<file path="config.mk">
export PLATFORM = sky130hd
export DESIGN_NAME = bcd_op_scheduler
export DESIGN_NICKNAME = d
export VERILOG_FILES = /design/src/rtl/bcd_ctrl_pkg.sv /design/src/rtl/trigger_holdoff.sv /design/src/rtl/bcd_op_scheduler.sv
export SDC_FILE = /design/constraint.sdc
export NUM_CORES = 1
export LEC_CHECK = 0
export ABC_AREA = 1
export BUFFER_PORTS_ARGS = -buffer_cell sky130_fd_sc_hd__clkbuf_2
export CAP_MARGIN = 20
export CORE_MARGIN = 4
export CORE_UTILIZATION = 25
export CTS_BUF_LIST = sky130_fd_sc_hd__clkbuf_4
export DETAILED_ROUTE_END_ITERATION = 8
export HOLD_SLACK_MARGIN = 0.15
export SYNTH_ARGS = -nofsm -noshare
export SYNTH_HDL_FRONTEND = slang
export SYNTH_SLANG_ARGS = --single-unit
</file>
<file path="constraint.sdc">
create_clock -name Clk -period 3.38 [get_ports Clk]
set_input_delay 0.338 -clock Clk [delete_from_list [all_inputs] [get_ports Clk]]
set_output_delay 0.338 -clock Clk [all_outputs]
set_load 0.01 [all_outputs]
</file>
<file path="src/rtl/bcd_ctrl_pkg.sv">
// Shared definitions for the BCD arithmetic front-end and datapath:
// op encodings, controller FSM states and the request priority encoder.
package bcd_ctrl_pkg;

  localparam int unsigned NUM_CH = 4;

  localparam logic [1:0] OP_ADD1 = 2'd0;
  localparam logic [1:0] OP_ADD2 = 2'd1;
  localparam logic [1:0] OP_MUL2 = 2'd2;
  localparam logic [1:0] OP_MUL3 = 2'd3;

  typedef enum logic [1:0] {
    IDLE   = 2'd0,
    ISSUE  = 2'd1,
    WAIT   = 2'd2,
    LOCKED = 2'd3
  } state_e;

  // Lowest set index wins.
  function automatic logic [1:0] prio_enc(input logic [NUM_CH-1:0] req);
    logic [1:0] idx;
    idx = 2'd0;
    for (int i = NUM_CH - 1; i >= 0; i--) begin
      if (req[i]) idx = 2'(i);
    end
    return idx;
  endfunction

endpackage

</file>
<file path="src/rtl/trigger_holdoff.sv">
// One trigger channel: 2-flop synchroniser, rising-edge detect and a
// hold-off counter that masks further edges for HOLDOFF_CYCLES cycles.
module trigger_holdoff #(
  parameter int unsigned HOLDOFF_CYCLES = 2048,
  parameter int unsigned CNT_W          = 12
) (
  input  logic clk_i,
  input  logic rst_i,
  input  logic trig_i,
  output logic accept_o
);

  logic             meta_q, sync_q, sync_qq;
  logic [CNT_W-1:0] cnt_q, cnt_d;

  always_ff @(posedge clk_i or posedge rst_i) begin
    if (rst_i) begin
      meta_q  <= 1'b0;
      sync_q  <= 1'b0;
      sync_qq <= 1'b0;
      cnt_q   <= '0;
    end else begin
      meta_q  <= trig_i;
      sync_q  <= meta_q;
      sync_qq <= sync_q;
      cnt_q   <= cnt_d;
    end
  end

  assign accept_o = sync_q & ~sync_qq & (cnt_q == '0);

  always_comb begin
    cnt_d = cnt_q;
    if (accept_o)          cnt_d = CNT_W'(HOLDOFF_CYCLES);
    else if (cnt_q != '0)  cnt_d = cnt_q - CNT_W'(1);
  end

endmodule

</file>
<file path="src/rtl/bcd_op_scheduler.sv">
// Front-end controller for the BCD datapath: debounced trigger events are
// queued per channel and issued one at a time over valid/ready + done.
module bcd_op_scheduler
  import bcd_ctrl_pkg::*;
#(
  parameter int unsigned HOLDOFF_CYCLES = 2048,
  parameter int unsigned CNT_W          = 12
) (
  input  logic              Clk,
  input  logic              Reset,
  input  logic [NUM_CH-1:0] Trigger,
  input  logic              OpReady,
  input  logic              OpDone,
  input  logic              Overflow,
  output logic              OpValid,
  output logic [1:0]        OpCode,
  output logic              Busy,
  output logic              Locked,
  output logic [NUM_CH-1:0] Pending,
  output logic              Drop
);

  if (HOLDOFF_CYCLES >= 2**CNT_W) begin : g_cnt_w_check
    $error("CNT_W too narrow for HOLDOFF_CYCLES");
  end

  logic [NUM_CH-1:0] accept;

  for (genvar i = 0; i < NUM_CH; i++) begin : g_ch
    trigger_holdoff #(
      .HOLDOFF_CYCLES(HOLDOFF_CYCLES),
      .CNT_W         (CNT_W)
    ) u_holdoff (
      .clk_i   (Clk),
      .rst_i   (Reset),
      .trig_i  (Trigger[i]),
      .accept_o(accept[i])
    );
  end

  state_e            state_q, state_d;
  logic [NUM_CH-1:0] pend_q, pend_d, clr, keep, set;
  logic [1:0]        opc_q, opc_d;
  logic              drop_q, drop_d;
  logic              locked_w;

  assign locked_w = (state_q == LOCKED);

  always_comb begin
    state_d = state_q;
    opc_d   = opc_q;
    clr     = '0;
    OpValid = 1'b0;
    case (state_q)
      IDLE: if (|pend_q) begin
        state_d = ISSUE;
        opc_d   = prio_enc(pend_q);
        clr     = NUM_CH'(1) << prio_enc(pend_q);
      end
      ISSUE: begin
        OpValid = 1'b1;
        if (OpReady) state_d = OpDone ? IDLE : WAIT;
      end
      WAIT:    if (OpDone) state_d = IDLE;
      default: state_d = LOCKED;
    endcase
    if (Overflow) state_d = LOCKED;

    // A bit being issued this cycle may be re-set by a fresh edge.
    keep   = pend_q & ~clr;
    set    = accept & ~keep;
    drop_d = |(accept & (keep | {NUM_CH{locked_w | Overflow}}));
    pend_d = (locked_w || Overflow) ? '0 : (keep | set);
  end

  always_ff @(posedge Clk or posedge Reset) begin
    if (Reset) begin
      state_q <= IDLE;
      pend_q  <= '0;
      opc_q   <= OP_ADD1;
      drop_q  <= 1'b0;
    end else begin
      state_q <= state_d;
      pend_q  <= pend_d;
      opc_q   <= opc_d;
      drop_q  <= drop_d;
    end
  end

  assign OpCode  = opc_q;
  assign Busy    = (state_q == ISSUE) || (state_q == WAIT);
  assign Locked  = locked_w;
  assign Pending = pend_q;
  assign Drop    = drop_q;

endmodule
</file>
==> flow_summary_export.csv <==
group,metric,value,unit
status,status,"complete, no violations",
critical_path,crit_path_start_kind,"register",
finish,nNetsFinal,549,
place,dp_hpwl,5.81,mm
yosys,synth_cell_type_count,30,
yosys,synth_seq_cells,69,
global_route,grt_use_met2,15.0,%
cts,numCtsBuffers,9,
yosys,yosys_warnings,0,
die,fp.dieW,131,µm
routing,drt_iter0_drc,96,
place,portBuffers,18,
hold_path,holdCritStartpoint,"OpDone",
global_route,top_usage_layer,"met2",
finish,synthToLayoutAreaGrowth,14.4,%
timing,worst_pin_slew,0.535,ns
yosys,ys_seq_area_share,45.6,%
cts,htree_levels,3,
timing,max_freq,0.588,GHz
hold_path,hold_depth,4,
cts,cts_tree,"done",
place,gp_congestion,0.798,
timing,fin_worst_skew,0.0180,ns
timing,drv_slew,0,
global_route,grt_pass1_vias,2885,
cts,root_buffer,"clkbuf_4",
cts,cts_sinks,69,
cts,clk_pin_slew,0.11,ns
yosys,synth_area,3780,µm²
finish,final_cells,715,
die,io_pins,19,
timing,fin_ws,1.68,ns
critical_path,critPathKind,"reg2out",
routing,drc,0,
critical_path,critPathBufInv,2,
timing,fin_tns_setup,0,ns
timing,rsz0062_at_grt,"false",
finish,insertedDiodeCount,0,
pwr,ir_drop,292,µV
die,placementRows,44,
yosys,syn_inst,491,
global_route,grt_pass1_wl,13.6,mm
routing,wl,7.57,mm
pwr,p_leak,2.13,nW
global_route,gr-usage-met1,13.8,%
critical_path,end_kind,"output pin",
critical_path,r2r-end,"g_ch[0].u_holdoff.cnt_q[2]$_DFFE_PP0P_",
routing,vias_per_cell,4.26,
critical_path,r2r_cells,9,
critical_path,worstPathCellList,"inv_1 -> ha_1 -> clkbuf_2",
routing,wl_per_cell,10.6,µm
place,place_inst,695,
routing,firstDrtPassIters,6,
pwr,powerDensity,669,nW/µm²
critical_path,timing.rr.start,"g_ch[0].u_holdoff.cnt_q[0]$_DFFE_PP0P_",
finish,design_area,4330,µm²
global_route,grt_max_degree,30,
die,core,14700,µm²
critical_path,worst_ep_required_time,3.04,ns
die,die_h,131,µm
critical_path,slowest_stage,"dfrtp_1",
timing,whs,0.277,ns
place,postPlaceCellArea,4120,µm²
cts,clk_latency,0.44,ns
global_route,grt_use_total,9.92,%
cts,post_cts_buffers,0,
routing,num_vias,3048,
critical_path,cp.arrival,1.36,ns
finish,layout-drive-gt1-share,12.6,%
global_route,grt.overflow.total,0,
global_route,grt_antenna_before_repair,0,
critical_path,cp_max_fo,4,
die,fp.dieArea,17200,µm²
place,post-place-ws,1.85,ns
timing,setup_viol,0,
hold_path,hold_class,"in2reg",
yosys,synth_nets,512,
routing,ant_nets,0,
die,start_util,25.7,%
critical_path,slowest_delay,0.41,ns
yosys,synth_area_per_cell,7.71,µm²
finish,utilization,29.5,%
timing,final_hold_viol_count,0,
critical_path,crit_family,"flip-flops",
pwr,total_power,2.90,mW
critical_path,r2r_slack,1.83,ns
job,maxCapViolCount,0,
timing,period_share,50.3,%
timing,finalCriticalPeriod,1.70,ns
hold_path,hold_path_end,"state_q[1]$_DFFE_PP0P_",
global_route,met3_usage,1.87,%
timing,slew_headroom,64.1,%
cts,cts_max_path_buffers,2,
where the power goes:
part           leakage (nW)  total (mW)  switching, mW  internal [mW]
sequential            0.815        1.36          0.271           1.09
combinational          1.23       0.930          0.585          0.345
clock                0.0835       0.605          0.288          0.318
total                  2.13        2.90           1.14           1.75
how the worst max path moves through the flow:
stage	from	endpoint	slack (ns)	depth (start not counted)
after global routing	state_q[0]$_DFFE_PP0P_	Busy	1.58	3
after floorplan	Reset	Drop$_DFF_PP0_	1.30	1
after detailed placement	state_q[0]$_DFFE_PP0P_	state_q[1]$_DFFE_PP0P_	1.85	5
final	state_q[0]$_DFFE_PP0P_	Busy	1.68	3
after global placement	state_q[0]$_DFFE_PP0P_	state_q[1]$_DFFE_PP0P_	1.87	5
after CTS	state_q[0]$_DFFE_PP0P_	Busy	1.65	3
layer usage:
metal	part of all wire, %	wire length (µm)
met1	50	3790
met2	44	3320
met3	3.7	282
met4	2.2	163
met5	0	0
cells by family (layout without fill, tap and decap cells):
kind of cell               after synthesis  in the layout  synth area share, %
and+or+nand+nor                        289            289                 35.8
adders and majority gates               12             12                 3.97
DFF                                     69             69                 45.6
buffers and inverters                   80            120                 7.93
AOI/OAI and AO/OA                       32             32                 4.56
xor gates and xnor gates                 9              9                 2.08
cell usage after synthesis, drive strengths merged:
cell type / number / area, µm²
nor2: 87 / 417
dfrtp: 69 / 1730
nor2b: 1 / 6.26
xnor2: 2 / 17.5
nor3b: 1 / 7.51
o211ai: 1 / 7.51
o21ai: 18 / 93.8
nand3b: 3 / 22.5
xor2: 7 / 61.3
and3: 1 / 6.26
nand3: 51 / 270
nor3: 7 / 51.3
a21oi: 10 / 50.1
or2: 2 / 12.5
o22ai: 1 / 6.26
nand2: 122 / 475
ha: 12 / 150
nand4: 14 / 87.6
o21bai: 2 / 15.0
inv: 80 / 300
repair_timing:
item | CTS | global route
hold buffers | 6 | 0
hold endpoints to repair | 25 | 0
resized for setup | 0 | 0
sequential cells by signal (all words and copies together) (netlist names):
name / flops
state_q: 2
g_ch.u_holdoff.cnt_q: 48
OpCode: 2
g_ch.u_holdoff.meta_q: 4
Pending: 4
g_ch.u_holdoff.sync_qq: 4
g_ch.u_holdoff.sync_q: 4
Drop: 1
area by class of cell:
class,instances,area [µm²]
Clock buffer,12,90.1
Clock inverter,2,60.1
Fill cell,1555,10400
Inverter,80,300
Multi-Input combinational cell,342,1760
Sequential cell,69,1730
Tap cell,184,230
Timing Repair Buffer,26,165
worst min-delay path, delay by kind of cell:
kind,cells,cell delay [ns]
AO/OA/AOI/OAI,2,0.22
buffers and inverters,2,0.12
cells in the final DEF, fill, tap and decap left out:
| cell | instances |
|---|---|
| o22ai_1 | 1 |
| inv_1 | 77 |
| nand3_1 | 48 |
| nor3b_1 | 1 |
| nand2_1 | 117 |
| bufinv_16 | 2 |
| dfrtp_1 | 69 |
| nor2b_1 | 1 |
| nand3_2 | 3 |
| dlygate4sd3_1 | 6 |
| nand2_2 | 4 |
| xor2_1 | 7 |
| nor3_1 | 5 |
| o21bai_1 | 2 |
| nor2_2 | 11 |
| buf_4 | 2 |
| nor2_1 | 70 |
| clkbuf_2 | 18 |
| a21oi_1 | 10 |
| o21ai_0 | 17 |
| or2_2 | 2 |
| nor2_8 | 2 |
| nor3_4 | 1 |
| and3_1 | 1 |
| xnor2_1 | 2 |
| nand2_4 | 1 |
| o21ai_2 | 1 |
| nand4_1 | 14 |
| nand3b_1 | 3 |
| nor3_2 | 1 |
| clkbuf_4 | 12 |
| o211ai_1 | 1 |
| ha_1 | 12 |
| inv_2 | 3 |
| nor2_4 | 4 |
(Power assumes the default switching activity.)
